--- config.mk ---
export PLATFORM = sky130hd
export DESIGN_NAME = memoria_ram_dp_clr
export DESIGN_NICKNAME = d
export VERILOG_FILES = /design/src/rtl/memoria_ram_dp_clr.sv
export SDC_FILE = /design/constraint.sdc
export NUM_CORES = 1
export LEC_CHECK = 0
export CORE_ASPECT_RATIO = 0.5
export CORE_UTILIZATION = 35
export DETAILED_ROUTE_END_ITERATION = 8
export MAX_ROUTING_LAYER = met4
export SYNTH_ARGS = -nofsm -noshare
export SYNTH_HDL_FRONTEND = slang
export SYNTH_SLANG_ARGS = --single-unit
--- constraint.sdc ---
create_clock -name clk -period 2.8 [get_ports clk]
set_input_delay 0.56 -clock clk [delete_from_list [all_inputs] [get_ports clk]]
set_output_delay 0.56 -clock clk [all_outputs]
set_load 0.01 [all_outputs]
--- src/rtl/memoria_ram_dp_clr.sv ---
// memoria_ram_dp_clr: simple-dual-port RAM (one write port, one read port) with byte
// enables and a hardware clear engine that writes CLR_VALUE to every word.
// Latency: read data registered, rd_valid/rd_data one cycle after rd_en; a clear takes DEPTH cycles.
// Backpressure: none. While busy=1, write and read requests are dropped, not stalled.
//
// Ports:
//   clk, reset_n         single clock, asynchronous active-low reset
//   clr_req / busy       start a full-array clear / clear engine running
//   wr_en, wr_addr, wr_data, wr_be   write port, wr_be[i] covers wr_data[8i+7:8i]
//   rd_en, rd_addr       read request
//   rd_valid, rd_data    registered read result for the request accepted last cycle
//
// Build option: define MEM_BYPASS_EN for write-first behaviour on a same-address
// read/write collision. Without it, a colliding read returns the word as it was
// before the write (read-first).

module memoria_ram_dp_clr #(
    parameter int                    ADDR_WIDTH = 4,
    parameter int                    DATA_WIDTH = 16,
    parameter logic [DATA_WIDTH-1:0] CLR_VALUE  = '0
) (
    input  logic                      clk,
    input  logic                      reset_n,
    input  logic                      clr_req,
    output logic                      busy,
    input  logic                      wr_en,
    input  logic [ADDR_WIDTH-1:0]     wr_addr,
    input  logic [DATA_WIDTH-1:0]     wr_data,
    input  logic [DATA_WIDTH/8-1:0]   wr_be,
    input  logic                      rd_en,
    input  logic [ADDR_WIDTH-1:0]     rd_addr,
    output logic                      rd_valid,
    output logic [DATA_WIDTH-1:0]     rd_data
);

    localparam int                    DEPTH     = 1 << ADDR_WIDTH;
    localparam int                    NBYTES    = DATA_WIDTH / 8;
    localparam logic [ADDR_WIDTH-1:0] LAST_ADDR = ADDR_WIDTH'(DEPTH - 1);

    typedef enum logic {
        IDLE,
        CLEAR
    } state_t;

    state_t                  state;
    logic [ADDR_WIDTH-1:0]   clr_ptr;
    logic [DATA_WIDTH-1:0]   ram [DEPTH];
    logic [DATA_WIDTH-1:0]   rd_word;

    // Word presented to the read register. The array itself is read-first;
    // the optional bypass overlays the lanes being written this cycle.
    always_comb begin
        rd_word = ram[rd_addr];
`ifdef MEM_BYPASS_EN
        if (wr_en && (wr_addr == rd_addr)) begin
            for (int i = 0; i < NBYTES; i++) begin
                if (wr_be[i]) begin
                    rd_word[8*i +: 8] = wr_data[8*i +: 8];
                end
            end
        end
`endif
    end

    // Storage has no reset; the clear sweep that follows every reset
    // initialises it. Port writes are ignored while the sweep owns the array.
    always_ff @(posedge clk) begin
        if (state == CLEAR) begin
            ram[clr_ptr] <= CLR_VALUE;
        end else if (wr_en) begin
            for (int i = 0; i < NBYTES; i++) begin
                if (wr_be[i]) begin
                    ram[wr_addr][8*i +: 8] <= wr_data[8*i +: 8];
                end
            end
        end
    end

    // Control FSM; busy mirrors state==CLEAR but is kept as a registered output.
    always_ff @(posedge clk or negedge reset_n) begin
        if (!reset_n) begin
            state    <= CLEAR;
            clr_ptr  <= '0;
            busy     <= 1'b1;
            rd_valid <= 1'b0;
            rd_data  <= '0;
        end else begin
            rd_valid <= 1'b0;
            case (state)
                CLEAR: begin
                    // Pointer wraps to 0 naturally after the last word.
                    clr_ptr <= clr_ptr + ADDR_WIDTH'(1);
                    if (clr_ptr == LAST_ADDR) begin
                        state <= IDLE;
                        busy  <= 1'b0;
                    end
                end
                IDLE: begin
                    // A read in the same cycle as clr_req is still served.
                    if (rd_en) begin
                        rd_valid <= 1'b1;
                        rd_data  <= rd_word;
                    end
                    if (clr_req) begin
                        state   <= CLEAR;
                        clr_ptr <= '0;
                        busy    <= 1'b1;
                    end
                end
            endcase
        end
    end

endmodule

==> results.toml, run 1 <==
[cells_and_area]
instances_no_fill = 1248
area_delta_synth_final_pct = 20.0
final_cell_mix = "256 x edfxtp_1, 134 x mux2i_1, 64 x nand2_1"
post-route-util_pct = 43.5
final_common_cell = "edfxtp_1"
final_nets = 834
drive_gt1_share_pct = 13.0
final_area_um2 = 13400

[route]
wirelength_um = 25800
top_layer = "met4"
viasPerCell = 5.09
drt-initial-drc-count = 524
route.met2.wl_um = 11000
ant_nets = 0
num_vias = 6350
drt_pass1_iterations = 5
wl_per_cell_um = 20.7
drcViolationCount = 0
dr_wl_met3_um = 1450
wl_met1_um = 13000

[sta]
hold_slack_ns = 0.419
setup_tns_ns = 0
fin_skew_ns = 0.0101
slew_headroom_pct = 9.50
fin_crit_sh_pct = 97.4
maxSlewViolCount = 0
setup_violations = 0
finalWorstSetupSlack_ns = 0.0728
worstMarginPinSlew_ns = 1.35
min_period_ns = 2.73
finalHoldViolCount = 0
rsz0062_at_grt = "false"
fmax_mhz = 367

[floorplanning]
die-area_um2 = 32700
die_w_um = 255
coreArea_um2 = 30900
rows = 45
fp.dieH_um = 128
io-pin-count = 49
initial_utilization_pct = 36.3

[global_routing]
antenna_found_initial = 1
grt_use_total_pct = 16.5
grt_start_max_net_pins = 40
grt_pass1_vias = 6272
globalRoute.totalOverflow = 0
grt_pass1_wl_um = 38700

[setup_path]
critPathSlowestCell = "nor3_1"
start_kind = "input port"
worstPathRequired_ns = 2.94
cp-end-kind = "register"
crit_path_max_incr_delay_ns = 1.06
worst_path_most_repeated_cell = "buf_12"
arrival_ns = 2.86
worstPathMaxFanout = 8
crit_type = "in2reg"
path_cells = "clkdlybuf4s50_1, nor2_1, nor3b_4, buf_12, mux2i_1, buf_12, nor3_1"

[placed_design]
numPlacedInstances = 1196
port_buffers = 48
placed_area_um2 = 12600
hpwl_um = 17100
routabilityCongestion = 0.798
place_ws_ns = -0.503

[synthesis]
yosysSeqAreaShare_pct = 73.9
ys_types = 29
ys_ff_latch = 279
postSynthAreaPerCell_um2 = 15.8
synth_nets = 738
syn_area_um2 = 11200
ys_warn_count = 0
synthCells = 706

[cts]
cts_hold_buffers = 0
clk_pin_slew_ns = 0.06
cts_resized = 0
post-cts-setup-buffers = 0
cts_sinks = 279
cts_buffer_depth = 3
ctsHtreeMaxLevel = 1
cts-root-buf = "clkbuf_16"
clock_latency_ns = 0.53
numCtsBuffers = 26
cts_tree = "yes"

[power_and_ir_drop]
p_comb_share_pct = 20.0
power.share.clock_pct = 30.5
fin_total_pwr_mw = 11.5
ir_worst_vdd_v = 0.000330
power_density_nw_per_um2 = 859
switching_power_mw = 3.12
switching_share_pct = 27.0
seqPwrFrac_pct = 49.5
p_leak_nw = 4.95
p_int_mw = 8.42

[hold_path]
worstHoldPathType = "in2async"

[flow_run]
maxCapViolCount = 0

[outcome]
status = "complete, no violations"
sequential cells by signal, summed over array words and instances (netlist names):
register  count
ram         256
rd_data      16
clr_ptr       4
busy          1
rd_valid      1
state         1
cells in the mapped netlist:
cell type	count	area, um2
mux2_4	2	30.0
nand3_1	38	190
a21oi_1	19	95.1
nor2b_1	10	62.6
ha_1	1	12.5
nand4_1	12	75.1
a22oi_1	36	270
nor2_1	7	26.3
nor2_2	1	6.26
o21ai_0	3	15.0
nand2b_1	5	31.3
buf_2	14	70.1
inv_1	1	3.75
xnor2_1	1	8.76
mux2_2	1	11.3
nor3b_4	1	18.8
dfrtp_1	21	526
dfstp_2	2	52.6
mux2i_1	134	1340
nand3b_1	1	7.51
buf_6	1	11.3
nand2_1	64	240
nor3_1	32	160
and2_1	17	106
buf_4	4	30.0
xor2_1	1	8.76
clkbuf_1	20	75.1
mux2i_2	1	13.8
edfxtp_1	256	7690
path summary, 6_finish.rpt:
path                                         start                      end  slack, ns  cells past startpoint
max                                       wr_be[0]    ram[10][11]$_DFFE_PP_       0.07                      7
min                                        reset_n   clr_ptr[0]$_DFFE_PN0P_       0.42                      2
max reg2reg                        state$_DFF_PN1_    ram[10][11]$_DFFE_PP_       0.26                      5
min reg2reg                rd_data[14]$_DFFE_PN0P_  rd_data[14]$_DFFE_PN0P_       0.48                      2
max in group asynchronous                  reset_n          state$_DFF_PN1_       2.07                      2
min in group clk           rd_data[14]$_DFFE_PN0P_  rd_data[14]$_DFFE_PN0P_       0.48                      2
routing by layer:
layer	vias to the layer above	GRT usage, %
li1	2904	-
met4	0	3.59
met3	39	2.25
met2	171	23.0
met1	3236	25.3
met5	-	-
cell families after synthesis:
kind of cell,Yosys count,synth area share (%)
flops,279,73.9
fa+ha+maj,1,0.112
buf+inv,40,1.70
mux,138,12.5
simple gates,188,8.27
xor+xnor,2,0.157
compound gates,58,3.40
worst max-delay path, delay by kind of cell:
family	cells	cell delay (ns)
and+or+nand+nor	3	1.35
buffers and inverters	3	0.83
muxes	1	0.11
layout make-up:
cell class                 count  area (um2)
multi-input combinational    387        2740
timing repair buffer         107        1020
inverter                       1        3.75
clock buffer                  40         797
fill                        2764       17400
antenna                        3        7.51
clock inverter                 8        60.1
tap                          423         529
sequential                   279        8270
power by group through the flow:
stage	clock [mW]	sequential [mW]	combinational [mW]
2_1_floorplan	0	5.78	1.14
5_1_grt	3.73	5.78	2.48
6_report	3.52	5.71	2.30
3_5_place_dp	0	5.80	2.29
3_3_place_gp	0	5.77	2.26
4_1_cts	3.55	5.72	2.30
Note: power is estimated with default switching activity, not from simulation.
==> run 2: changes to the inputs <==
Settings changed: MAX_ROUTING_LAYER met4 to default.
==> run 2 against run 1 <==
  * Clock skew is 0.0016 ns higher
  * Fmax is 1.2% higher
  * Utilization hardly changed
  * Worst hold slack hardly changed
  * Sequential cell count stayed put
  * Clock power hardly changed
  * Highest routed layer is now met5
==> results.toml, run 2 (synthesized netlist as in run 1, its figures left out) <==
[outcome]
status = "complete, no violations"

[setup_path]
worstPathRequired_ns = 2.94
cp-startpoint = "wr_be[0]"
timing.rr.end = "ram[11][5]$_DFFE_PP_"
reg2reg_depth = 4
start_kind = "input port"
crit_type = "in2reg"
cp-end-kind = "register"
reg2reg_slack_ns = 0.27
r2r_start = "state$_DFF_PN1_"
crit_path_end = "ram[11][5]$_DFFE_PP_"
worstPathMaxFanout = 8
arrival_ns = 2.84

[cells_and_area]
drive_gt1_share_pct = 13.0
final_common_cell = "edfxtp_1"
fillCellCount = 2766
post-route-util_pct = 43.5
regMostFlops = "ram"
instances_no_fill = 1246
area_delta_synth_final_pct = 20.0
final_nets = 834
largest_reg_flops = 256
top_regs = "ram x256, rd_data x16, clr_ptr x4"
final_cell_mix = "256 x edfxtp_1, 134 x mux2i_1, 64 x nand2_1"

[cts]
numCtsBuffers = 26
cts-root-buf = "clkbuf_16"
clock_latency_ns = 0.53
cts_hold_buffers = 0
post-cts-setup-buffers = 0
cts_sinks = 279
cts_tree = "yes"
cts_buffer_depth = 3
clk_pin_slew_ns = 0.06
ctsHtreeMaxLevel = 1
cts_resized = 0

[sta]
hold_slack_ns = 0.419
worstMarginPinSlew_ns = 1.29
fmax_mhz = 371
slew_headroom_pct = 13.4
rsz0062_at_grt = "false"
fin_crit_sh_pct = 96.2
fin_skew_ns = 0.0117
min_period_ns = 2.69
maxSlewViolCount = 0
setup_violations = 0
finalWorstSetupSlack_ns = 0.105
finalHoldViolCount = 0

[flow_run]
maxCapViolCount = 0

[hold_path]
worstHoldPathType = "in2async"

[power_and_ir_drop]
power_density_nw_per_um2 = 859
power.share.clock_pct = 30.5
ir_worst_vdd_v = 0.000330
p_leak_nw = 4.95
fin_total_pwr_mw = 11.5
switching_share_pct = 27.0
switching_power_mw = 3.11
seqPwrFrac_pct = 49.6
p_comb_share_pct = 20.0
p_int_mw = 8.42

[floorplanning]
die-area_um2 = 32700
die_w_um = 255
io-pin-count = 49
rows = 45
coreArea_um2 = 30900
initial_utilization_pct = 36.3
fp.dieH_um = 128

[route]
drt-initial-drc-count = 589
viasPerCell = 5.12
drcViolationCount = 0
ant_nets = 0
num_vias = 6378
wl_per_cell_um = 20.8
wirelength_um = 25900
drt_pass1_iterations = 5

[global_routing]
globalRoute.totalOverflow = 0
grt_use_total_pct = 16.0
grt_start_max_net_pins = 40
grt_pass1_vias = 6260
antenna_found_initial = 1
grt_pass1_wl_um = 38700

[placed_design]
port_buffers = 48
hpwl_um = 17100
place_ws_ns = -0.503
routabilityCongestion = 0.787
numPlacedInstances = 1196
==> run 2: cell count changes in the layout (fill, tap and decap cells not counted), sizes merged <==
cell,change
diode,-2
==> run 2: per-layer routing <==
layer | vias up | wire [um] | GRT usage, %
li1 | 2896 | - | -
met1 | 3243 | 12800 | 25.2
met2 | 199 | 11000 | 23.1
met3 | 38 | 1590 | 2.31
met4 | 2 | 467 | 3.59
met5 | - | 10 | 0
==> run 2: cell type report <==
cell class	instances	area, um2	share of cell area (%)
inverters	1	3.75	0.0280
clock inverters	8	60.1	0.447
diodes	1	2.50	0.0186
clock buffers	40	797	5.94
repair buffers	107	1020	7.63
flip-flops and latches	279	8270	61.6
well taps	423	529	3.94
multi-input cells	387	2740	20.4
==> run 2: power by group through the flow <==
stage	clock network (mW)	logic, mW	registers [mW]
after floorplan	0	1.14	5.78
final	3.51	2.30	5.71
after CTS	3.55	2.30	5.72
after global placement	0	2.26	5.77
after detailed placement	0	2.29	5.80
after global routing	3.73	2.48	5.78
==> run 2: worst min-delay path by stage <==
| stage | startpoint | endpoint | slack [ns] | cells past startpoint |
|---|---|---|---|---|
| final | reset_n | clr_ptr[3]$_DFFE_PN0P_ | 0.42 | 2 |
| after global routing | reset_n | rd_data[10]$_DFFE_PN0P_ | 0.45 | 2 |
| after CTS | reset_n | clr_ptr[3]$_DFFE_PN0P_ | 0.43 | 2 |
| after detailed placement | rd_data[14]$_DFFE_PN0P_ | rd_data[14]$_DFFE_PN0P_ | 0.47 | 2 |
| after global placement | rd_data[1]$_DFFE_PN0P_ | rd_data[1]$_DFFE_PN0P_ | 0.46 | 2 |
| after floorplan | reset_n | clr_ptr[0]$_DFFE_PN0P_ | 0.26 | 0 |
==> run 2: metrics by stage <==
step | TNS, ns | area [um2]
after floorplan | 0 | 11200
after global placement | -14.30 | 12600
after detailed placement | -18.27 | 12600
after CTS | 0 | 13400
after global routing | 0 | 13400
final | 0 | 13400
==> run 2: worst max-delay path, cell delays in order <==
cell             delay, ns
clkdlybuf4s50_1       0.50
nor2_1                0.08
nor3b_4               0.21
buf_12                0.16
mux2_4                0.33
nor3_1                0.99
==> run 3: changes to the inputs <==
Settings changed: REMOVE_ABC_BUFFERS from default to 1.
Clock period 2.8 ns to 2.2 ns, I/O delays scaled along.
==> run 3 against run 2 <==
  * Clock skew is essentially flat
  * Setup slack gained 0.034 ns
  * Die area is the same
  * Sequential power grew 28%
  * Global-route usage grew 0.11 points
  * Via count shrank 0.66%
  * Worst hold slack lost 0.082 ns
  * Utilization grew 1.2 points
  * Combinational power grew 32%
  * Non-clock buffer count grew 21
  * Sequential share of layout area shrank 1.6 points
  * Cell count grew 1.7%
  * Largest cell class unchanged
==> results.toml, run 3 (synthesized netlist as in run 1, its figures left out) <==
[cts]
cts_sinks = 279
ctsHtreeMaxLevel = 1
numCtsBuffers = 27
post-cts-setup-buffers = 0
clock_latency_ns = 0.52
cts-root-buf = "clkbuf_16"
cts_hold_buffers = 0
cts_buffer_depth = 3
cts_resized = 0
clk_pin_slew_ns = 0.06
cts_tree = "yes"

[setup_path]
start_kind = "input port"
arrival_ns = 2.34
path_cells = "clkdlybuf4s50_1, nor2_1, nor3b_4, buf_12, buf_12, mux2i_2, nor3_1, buf_4"
critPathSlowestCell = "mux2i_2"
worst_path_most_repeated_cell = "buf_12"
worstPathMaxFanout = 8
cp-end-kind = "register"
crit_path_max_incr_delay_ns = 0.52
worstPathRequired_ns = 2.48
cp_num_buf_inv = 4
crit_type = "in2reg"
crit_family = "buffers and inverters"

[sta]
worstMarginPinSlew_ns = 0.570
rsz0062_at_grt = "false"
min_period_ns = 2.06
fin_skew_ns = 0.0113
finalHoldViolCount = 0
setup_tns_ns = 0
setup_violations = 0
slew_headroom_pct = 61.2
fmax_mhz = 485
fin_crit_sh_pct = 93.7
maxSlewViolCount = 0
finalWorstSetupSlack_ns = 0.139

[route]
drt_pass1_iterations = 4
ant_nets = 0
drt-initial-drc-count = 490
viasPerCell = 5.00
wl_per_cell_um = 20.3
num_vias = 6336
wirelength_um = 25700
drcViolationCount = 0

[floorplanning]
rows = 45
io-pin-count = 49
coreArea_um2 = 30900
initial_utilization_pct = 36.3
fp.dieH_um = 128
die_w_um = 255
die-area_um2 = 32700

[global_routing]
globalRoute.totalOverflow = 0
grt_start_max_net_pins = 36
grt_pass1_wl_um = 39200
antenna_found_initial = 0
grt_pass1_vias = 6353
grt_use_total_pct = 16.1

[power_and_ir_drop]
ir_worst_vdd_v = 0.000553
power_density_nw_per_um2 = 1070
p_leak_nw = 5.11
fin_total_pwr_mw = 14.8

[cells_and_area]
largest_reg_flops = 256
final_nets = 856
regMostFlops = "ram"
final_common_cell = "edfxtp_1"
drive_gt1_share_pct = 15.5
final_cell_mix = "256 x edfxtp_1, 134 x mux2i_1, 64 x nand2_1"
area_delta_synth_final_pct = 23.2
antenna_cells = 0
top_regs = "ram x256, rd_data x16, clr_ptr x4"

[placed_design]
port_buffers = 48
place_ws_ns = -0.382
hpwl_um = 17000
routabilityCongestion = 0.818

[outcome]
status = "complete, no violations"

[flow_run]
maxCapViolCount = 0

[hold_path]
worstHoldPathType = "in2async"
-- run 3: cell count changes in the layout (fill, tap and decap cells not counted), sizes merged --
cell	before	now
buf	59	81
bufinv	1	2
clkbuf	41	39
clkinvlp	0	1
diode	1	0
-- run 3: cell type report --
cell class | count | area (um2)
sequential | 279 | 8270
multi-input combinational | 387 | 2740
tap | 423 | 529
inverter | 1 | 3.75
fill | 2715 | 17100
clock buffer | 39 | 761
clock inverter | 10 | 100
timing repair buffer | 128 | 1380
-- run 3: worst register-to-register path, cell delays in order, from the launching register on --
cell and delay, ns:
dfstp_2 0.38, nor3b_4 0.25, buf_12 0.16, buf_12 0.12, mux2i_2 0.52, nor3_1 0.11
buf_4 0.20
-- run 3: per-layer routing --
layer | part of all wire [%] | global-route usage [%]
met5 | 0 | 0
met4 | 1.8 | 3.84
met3 | 4.3 | 2.47
met2 | 47 | 26.0
met1 | 47 | 22.9
-- run 3: path summary, 6_finish.rpt --
check / depth (start not counted) / end / slack (ns) / start
worst max-delay path: 8 / ram[6][12]$_DFFE_PP_ / 0.14 / wr_be[0]
worst min-delay path: 2 / rd_data[12]$_DFFE_PN0P_ / 0.34 / reset_n
worst max register to register: 6 / ram[6][12]$_DFFE_PP_ / 0.23 / state$_DFF_PN1_
worst min register to register: 2 / busy$_DFFE_PN1P_ / 0.48 / busy$_DFFE_PN1P_
max in group asynchronous: 2 / state$_DFF_PN1_ / 1.52 / reset_n
min in group clk: 2 / busy$_DFFE_PN1P_ / 0.48 / busy$_DFFE_PN1P_
-- run 3: power by group --
part	leakage (nW)	internal, mW	switching (mW)	total, mW
registers	2.77	6.93	0.369	7.30
logic	1.92	1.28	1.76	3.03
clock network	0.422	2.63	1.82	4.45
total	5.11	10.8	3.95	14.8
-- run 3: metrics by stage --
stage               cells  hold slack, ns  instance area, um2  util, %
detailed placement   1218           0.473               12900     41.9
finish               1267           0.337               13800     44.7
global route         1267           0.349               13800     44.7
global placement     1218           0.467               12900     41.9
floorplan             667           0.144               11000        -
CTS                  1267           0.329               13800     44.7
